--- config.mk ---
export PLATFORM = sky130hd
export DESIGN_NAME = stage_wb
export DESIGN_NICKNAME = d
export VERILOG_FILES = /design/src/rtl/common.sv /design/src/rtl/store_buffer.sv /design/src/rtl/stage_wb.sv
export SDC_FILE = /design/constraint.sdc
export NUM_CORES = 1
export LEC_CHECK = 0
export ABC_AREA = 1
export CAP_MARGIN = 20
export CORE_UTILIZATION = 45
export CTS_CLUSTER_SIZE = 10
export DETAILED_ROUTE_END_ITERATION = 16
export PLACE_DENSITY = 0.74
export SLEW_MARGIN = 10
export SYNTH_ARGS = -nofsm -noshare
export SYNTH_HDL_FRONTEND = slang
export SYNTH_SLANG_ARGS = --single-unit
--- constraint.sdc ---
create_clock -name clk -period 6 [get_ports clk]
set_input_delay 0.6 -clock clk [delete_from_list [all_inputs] [get_ports clk]]
set_output_delay 0.6 -clock clk [all_outputs]
set_load 0.01 [all_outputs]
--- src/rtl/common.sv ---
// Shared pipeline types: thread ids, machine words, virtual and physical pointers.
package common;

  localparam int unsigned n_threads = 4;

  typedef logic [1:0]  threadid_t;
  typedef logic [31:0] word_t;
  typedef logic [31:0] vptr_t;
  typedef logic [19:0] pptr_t;
  typedef logic [4:0]  regid_t;

  typedef enum logic [1:0] {
    TlbNone,
    TlbItlb,
    TlbDtlb
  } tlbwrite_t;

endpackage

--- src/rtl/store_buffer.sv ---
// Store buffer FIFO: pushes committed stores, presents the head until the memory port takes it.
module store_buffer
  import common::*;
#(
  parameter int unsigned SB_DEPTH = 4
) (
  input  logic  clk_i,
  input  logic  rst_i,
  input  logic  push_i,
  input  logic  isbyte_i,
  input  pptr_t addr_i,
  input  word_t data_i,
  input  logic  ready_i,
  output logic  valid_o,
  output logic  isbyte_o,
  output pptr_t addr_o,
  output word_t data_o,
  output logic  full_o
);

  localparam int unsigned PtrW = $clog2(SB_DEPTH);

  logic [PtrW-1:0]     head_q, tail_q;
  logic [PtrW:0]       count_q, count_d;
  logic [SB_DEPTH-1:0] isbyte_q;
  pptr_t               addr_q [SB_DEPTH];
  word_t               data_q [SB_DEPTH];
  logic                do_push, do_pop;

  assign full_o  = (count_q == (PtrW+1)'(SB_DEPTH));
  assign valid_o = (count_q != '0);

  // Head is gated so the port reads zero while empty instead of stale entries.
  assign isbyte_o = valid_o ? isbyte_q[head_q] : 1'b0;
  assign addr_o   = valid_o ? addr_q[head_q]   : '0;
  assign data_o   = valid_o ? data_q[head_q]   : '0;

  always_comb begin
    do_push = push_i && !full_o;
    do_pop  = valid_o && ready_i;
    count_d = count_q;
    unique case ({do_push, do_pop})
      2'b10:   count_d = count_q + 1'b1;
      2'b01:   count_d = count_q - 1'b1;
      default: count_d = count_q;
    endcase
  end

  always_ff @(posedge clk_i) begin
    if (rst_i) begin
      head_q  <= '0;
      tail_q  <= '0;
      count_q <= '0;
    end else begin
      count_q <= count_d;
      if (do_push) tail_q <= tail_q + 1'b1;
      if (do_pop)  head_q <= head_q + 1'b1;
    end
  end

  always_ff @(posedge clk_i) begin
    if (do_push) begin
      isbyte_q[tail_q] <= isbyte_i;
      addr_q[tail_q]   <= addr_i;
      data_q[tail_q]   <= data_i;
    end
  end

endmodule

--- src/rtl/stage_wb.sv ---
// Writeback stage: in-order commit per thread, register writeback, redirects and store buffering.
module stage_wb
  import common::*;
#(
  parameter int unsigned SB_DEPTH = 4,
  parameter vptr_t       RESET_PC = 32'h1000
) (
  input  logic      clk,
  input  logic      rst,
  input  threadid_t tl_thread,
  input  logic      tl_isvalid,
  input  regid_t    tl_dst,
  input  vptr_t     tl_pc,
  input  word_t     tl_r2,
  input  word_t     tl_data,
  input  logic      tl_isequal,
  input  word_t     tl_mul,
  input  logic      tl_flag_reg,
  input  logic      tl_flag_mul,
  input  logic      tl_flag_jump,
  input  logic      tl_flag_branch,
  input  logic      tl_flag_store,
  input  logic      tl_flag_isbyte,
  input  logic      tl_flag_iret,
  input  tlbwrite_t tl_flag_tlbwrite,
  output logic      rf_wen,
  output threadid_t rf_thread,
  output regid_t    rf_dst,
  output word_t     rf_wdata,
  output logic      redirect_en,
  output threadid_t redirect_thread,
  output vptr_t     redirect_pc,
  output logic      store_en,
  output logic      store_isbyte,
  output pptr_t     store_addr,
  output word_t     store_data,
  input  logic      store_ready,
  output logic      sb_full
);

  vptr_t waiting_pc_q [n_threads];
  logic  in_order, commit, retry, taken, sb_push;
  vptr_t next_pc;

  // iret and tlbwrite are reserved and commit like ordinary instructions.
  logic unused_reserved;
  assign unused_reserved = ^{tl_flag_iret, tl_flag_tlbwrite};

  always_comb begin
    in_order = (tl_pc == waiting_pc_q[tl_thread]);
    commit   = in_order && tl_isvalid && !(tl_flag_store && sb_full);
    retry    = in_order && !commit;
    taken    = tl_flag_jump && (!tl_flag_branch || tl_isequal);
    next_pc  = taken ? tl_data : tl_pc + 32'd4;
    sb_push  = commit && tl_flag_store;
  end

  always_ff @(posedge clk) begin
    if (rst) begin
      for (int t = 0; t < int'(n_threads); t++) waiting_pc_q[t] <= RESET_PC;
      rf_wen          <= 1'b0;
      rf_thread       <= '0;
      rf_dst          <= '0;
      rf_wdata        <= '0;
      redirect_en     <= 1'b0;
      redirect_thread <= '0;
      redirect_pc     <= '0;
    end else begin
      rf_wen      <= commit && tl_flag_reg;
      redirect_en <= (commit && taken) || retry;
      if (commit) waiting_pc_q[tl_thread] <= next_pc;
      if (commit && tl_flag_reg) begin
        rf_thread <= tl_thread;
        rf_dst    <= tl_dst;
        rf_wdata  <= tl_flag_mul ? tl_mul : tl_data;
      end
      if ((commit && taken) || retry) begin
        redirect_thread <= tl_thread;
        redirect_pc     <= commit ? tl_data : waiting_pc_q[tl_thread];
      end
    end
  end

  store_buffer #(
    .SB_DEPTH(SB_DEPTH)
  ) u_store_buffer (
    .clk_i    (clk),
    .rst_i    (rst),
    .push_i   (sb_push),
    .isbyte_i (tl_flag_isbyte),
    .addr_i   (tl_data[19:0]),
    .data_i   (tl_r2),
    .ready_i  (store_ready),
    .valid_o  (store_en),
    .isbyte_o (store_isbyte),
    .addr_o   (store_addr),
    .data_o   (store_data),
    .full_o   (sb_full)
  );

endmodule

==> impl_results.md <==
- Status: finished clean
- Post-Route WL: 61.6 mm
- Vias in the first global route: 16.2k
- Reg2Reg Launch Point: u_store_buffer.count_q[2]
- Worst-Margin Slew: 1070 ps
- Die ar.: 45,700 um^2
- Core outline area: 44,200 um^2
- Post-DR wirelength/cell: 19.0 um
- Commonest cells post-synth: nand2_1, nor2_1, edfxtp_1, inv_1, o21ai_0
- Final design utilization: 56.6%
- Leakage: 10.2 nW
- FP Rows: 77
- Pint: 4.98 mW
- Crit path capture type: flop
- Max-cap violations: 0
- Worst EP required: 6520 ps
- Vias/cell: 5.29
- TritonCTS Buffers: 49
- Final ANT Viol Nets: 0
- Post-Syn Nets: 2,527
- Fin. max-slew vios: 0
- Fin Clk Skew: 19.4 ps
- Worst path cell trace: clkdlybuf4s50_1 -> inv_2 -> nand3_1 -> nand2_1 -> nand2_1 -> nand2_1 -> nand2_1 -> nor2_1 -> nand2_1 -> nor2_4 -> buf_4 -> nand4_1 -> ha_1 -> inv_1 -> fa_1 -> nor2_1 -> a21oi_1 -> nor2_1
- TritonCTS clock tree: yes
- Die Span Y: 214 um
- Post-Synthesis Cells: 2,371
- Setup repair after global routing missed its margin: false
- Tcrit/Tclk final: 72.4%
- Highest clock rate: 230 MHz
- Drt initial violations: 1,481
- Yosys top cell by area: edfxtp_1
- Most used cell, CP: nand2_1
- Clock tree buffer depth: 3
- PD cells: 258 nW/um^2
- Main synth FF type: edfxtp_1
- Top post-synthesis cells by area: edfxtp_1, nand2_1, nor2_1
- Worst r2r path cells: 14
- P_sw: 1.49 mW
- Syn Area/Cell: 8.51 um^2
- Post-CTS Resized: 0
- Hold_sp: redirect_pc[30]
- Nets: 2,767
- Worst setup path start: tl_thread[1]
- Clk Latency, worst-skew pair: 590 ps
- Critical Path Source Type: primary input
- Layout cells sized above 1: 4.56%
- Synth top area share: 50.6%
- Setup_tns: 0 ps
- Asr flop ratio synth: 0%
- DRT Pass-1 Iters: 6
- Worst-path maximum fanout: 42
- DRC violations left: 0
- Clock slew at reported path FFs: 50 ps
- Placed wire-length estimate: 40.0 mm
- Distinct cells, synth: 35
- CP Class: in2reg
- Seq/Total Area, Yosys: 58.9%
- Reg power frac: 49.5%
- Most common cell in the synthesized netlist: nand2_1
- Port bufs: 275
- Final hold violations: 0
- Clock share of power: 43.0%
- H-tree depth: 2
- Chip width: 214 um
- I/O pin cnt: 279
- Largest net degree at the start of global routing: 105
- Placed Instance Area: 23,500 um^2
- Clock root cell: clkbuf_16
- Worst stage delay on the critical path: 690 ps
- Initial Utilization: 45.6%
- Final Setup Violations: 0
- Initial antenna violation count: 1
- Rel. slew slack: 28.6%
- Area growth from synthesis to layout: 24.0%
- Global-route wire length before repair: 91.2 mm
- Tmin final: 4350 ps
- Syn Std Cell Area: 20,200 um^2
- Register Area: 11,900 um^2
- Post-CTS Setup Bufs: 0
- Net Sw Frac: 23.0%
- Via count: 17.2k
- Hold Path Class: reg2reg
- Post-route cell area: 25,000 um^2
- Total Routing Usage GR: 26.5%
- Post-synth EDFFs: 340
- Max VDD drop: 0.197 mV
- GRT Residual Overflow: 0
- Fill cells: 3,845
- Comb power frac: 7.5%
- Gpl congestion: 0.969
- Ys Warns: 0
- Slowest CP cell: inv_2
- Post-CTS Hold Buffers: 0
- Hold-critical path depth: 2
- CTS sink cnt: 424
- WP data arrival: 4860 ps
- Area of the multi-input gates: 6770 um^2
- Yosys reg bits: 424
## registers in the layout (all words and copies together), names as in the netlist, named ones only
| name | cells |
|---|---|
| rf_wen | 1 |
| u_store_buffer.addr_q | 80 |
| rf_thread | 2 |
| u_store_buffer.data_q | 128 |
| u_store_buffer.head_q | 2 |
| redirect_thread | 2 |
| u_store_buffer.isbyte_q | 4 |
| rf_dst | 5 |
| redirect_pc | 32 |
| waiting_pc_q | 128 |
| u_store_buffer.count_q | 3 |
| u_store_buffer.tail_q | 2 |
| rf_wdata | 32 |
| redirect_en | 1 |
## placed cells by master (no fill, tap or decap), types with 7 or more instances in the layout
| cell | instances |
|---|---|
| xor2_1 | 14 |
| clkbuf_16 | 49 |
| buf_4 | 26 |
| nand4_1 | 41 |
| o31ai_1 | 9 |
| clkdlybuf4s50_1 | 273 |
| inv_1 | 273 |
| nor2_4 | 7 |
| nand3_1 | 131 |
| clkbuf_1 | 35 |
| nor3_1 | 23 |
| nand2_1 | 564 |
| nor2_1 | 458 |
| dfxtp_1 | 82 |
| inv_2 | 9 |
| edfxtp_1 | 340 |
| o21ai_0 | 168 |
| a21oi_1 | 96 |
## per-stage QoR
step                instances  total power [mW]  worst slack, ps  hold WS [ps]
finish                   3245              6.47             1650           459
floorplan                2371              3.50             1230           460
global route             3243              6.68             1370           486
detailed placement       3151              3.74             1130           454
CTS                      3242              6.51             1730           461
global placement         3150              3.73             1210           454
## final cells by class
| class | instances | share of cell area, % |
|---|---|---|
| flip-flops and latches | 424 | 47.5 |
| multi-input cells | 1544 | 27.0 |
| repair buffers | 308 | 12.3 |
| clock buffers | 87 | 5.59 |
| inverters | 284 | 4.26 |
| well taps | 592 | 2.96 |
| clock inverters | 4 | 0.270 |
| diodes | 2 | 0.0200 |
## power by group through the flow
stage | registers, mW | clock network, mW | logic (mW)
final | 3.20 | 2.78 | 0.483
after global routing | 3.21 | 2.95 | 0.525
after CTS | 3.20 | 2.82 | 0.478
after detailed placement | 3.27 | 0 | 0.475
after global placement | 3.26 | 0 | 0.466
after floorplan | 3.27 | 0 | 0.234
## layer usage
metal	vias to the layer above	GRT usage, %	share of wire [%]
met5	-	0	0
met4	0	12.3	4.5
met3	163	5.26	9.1
met2	752	44.7	48
met1	8072	32.8	38
li1	8176	-	-
## path summary, 6_finish.rpt
path,endpoint,slack (ps)
max,u_store_buffer.count_q[1],1650
min,redirect_pc[30],460
max reg2reg,u_store_buffer.count_q[2],2430
min reg2reg,redirect_pc[30],460
## worst max-delay path: cells and delay by family
family                   cells  cell delay [ps]
buffers and inverters        4             1600
AND/OR/NAND/NOR             11             1720
adder cells (fa/ha/maj)      2              840
AO/OA/AOI/OAI                1               60
## cell families after synthesis
logic type	synth area share, %
and+or+nand+nor	25.1
AOI/OAI and AO/OA	7.02
DFF	58.9
muxes	0.112
adders and majority gates	0.471
xor gates and xnor gates	0.607
buffers and inverters	7.81
Note: power is estimated with default switching activity, not from simulation.
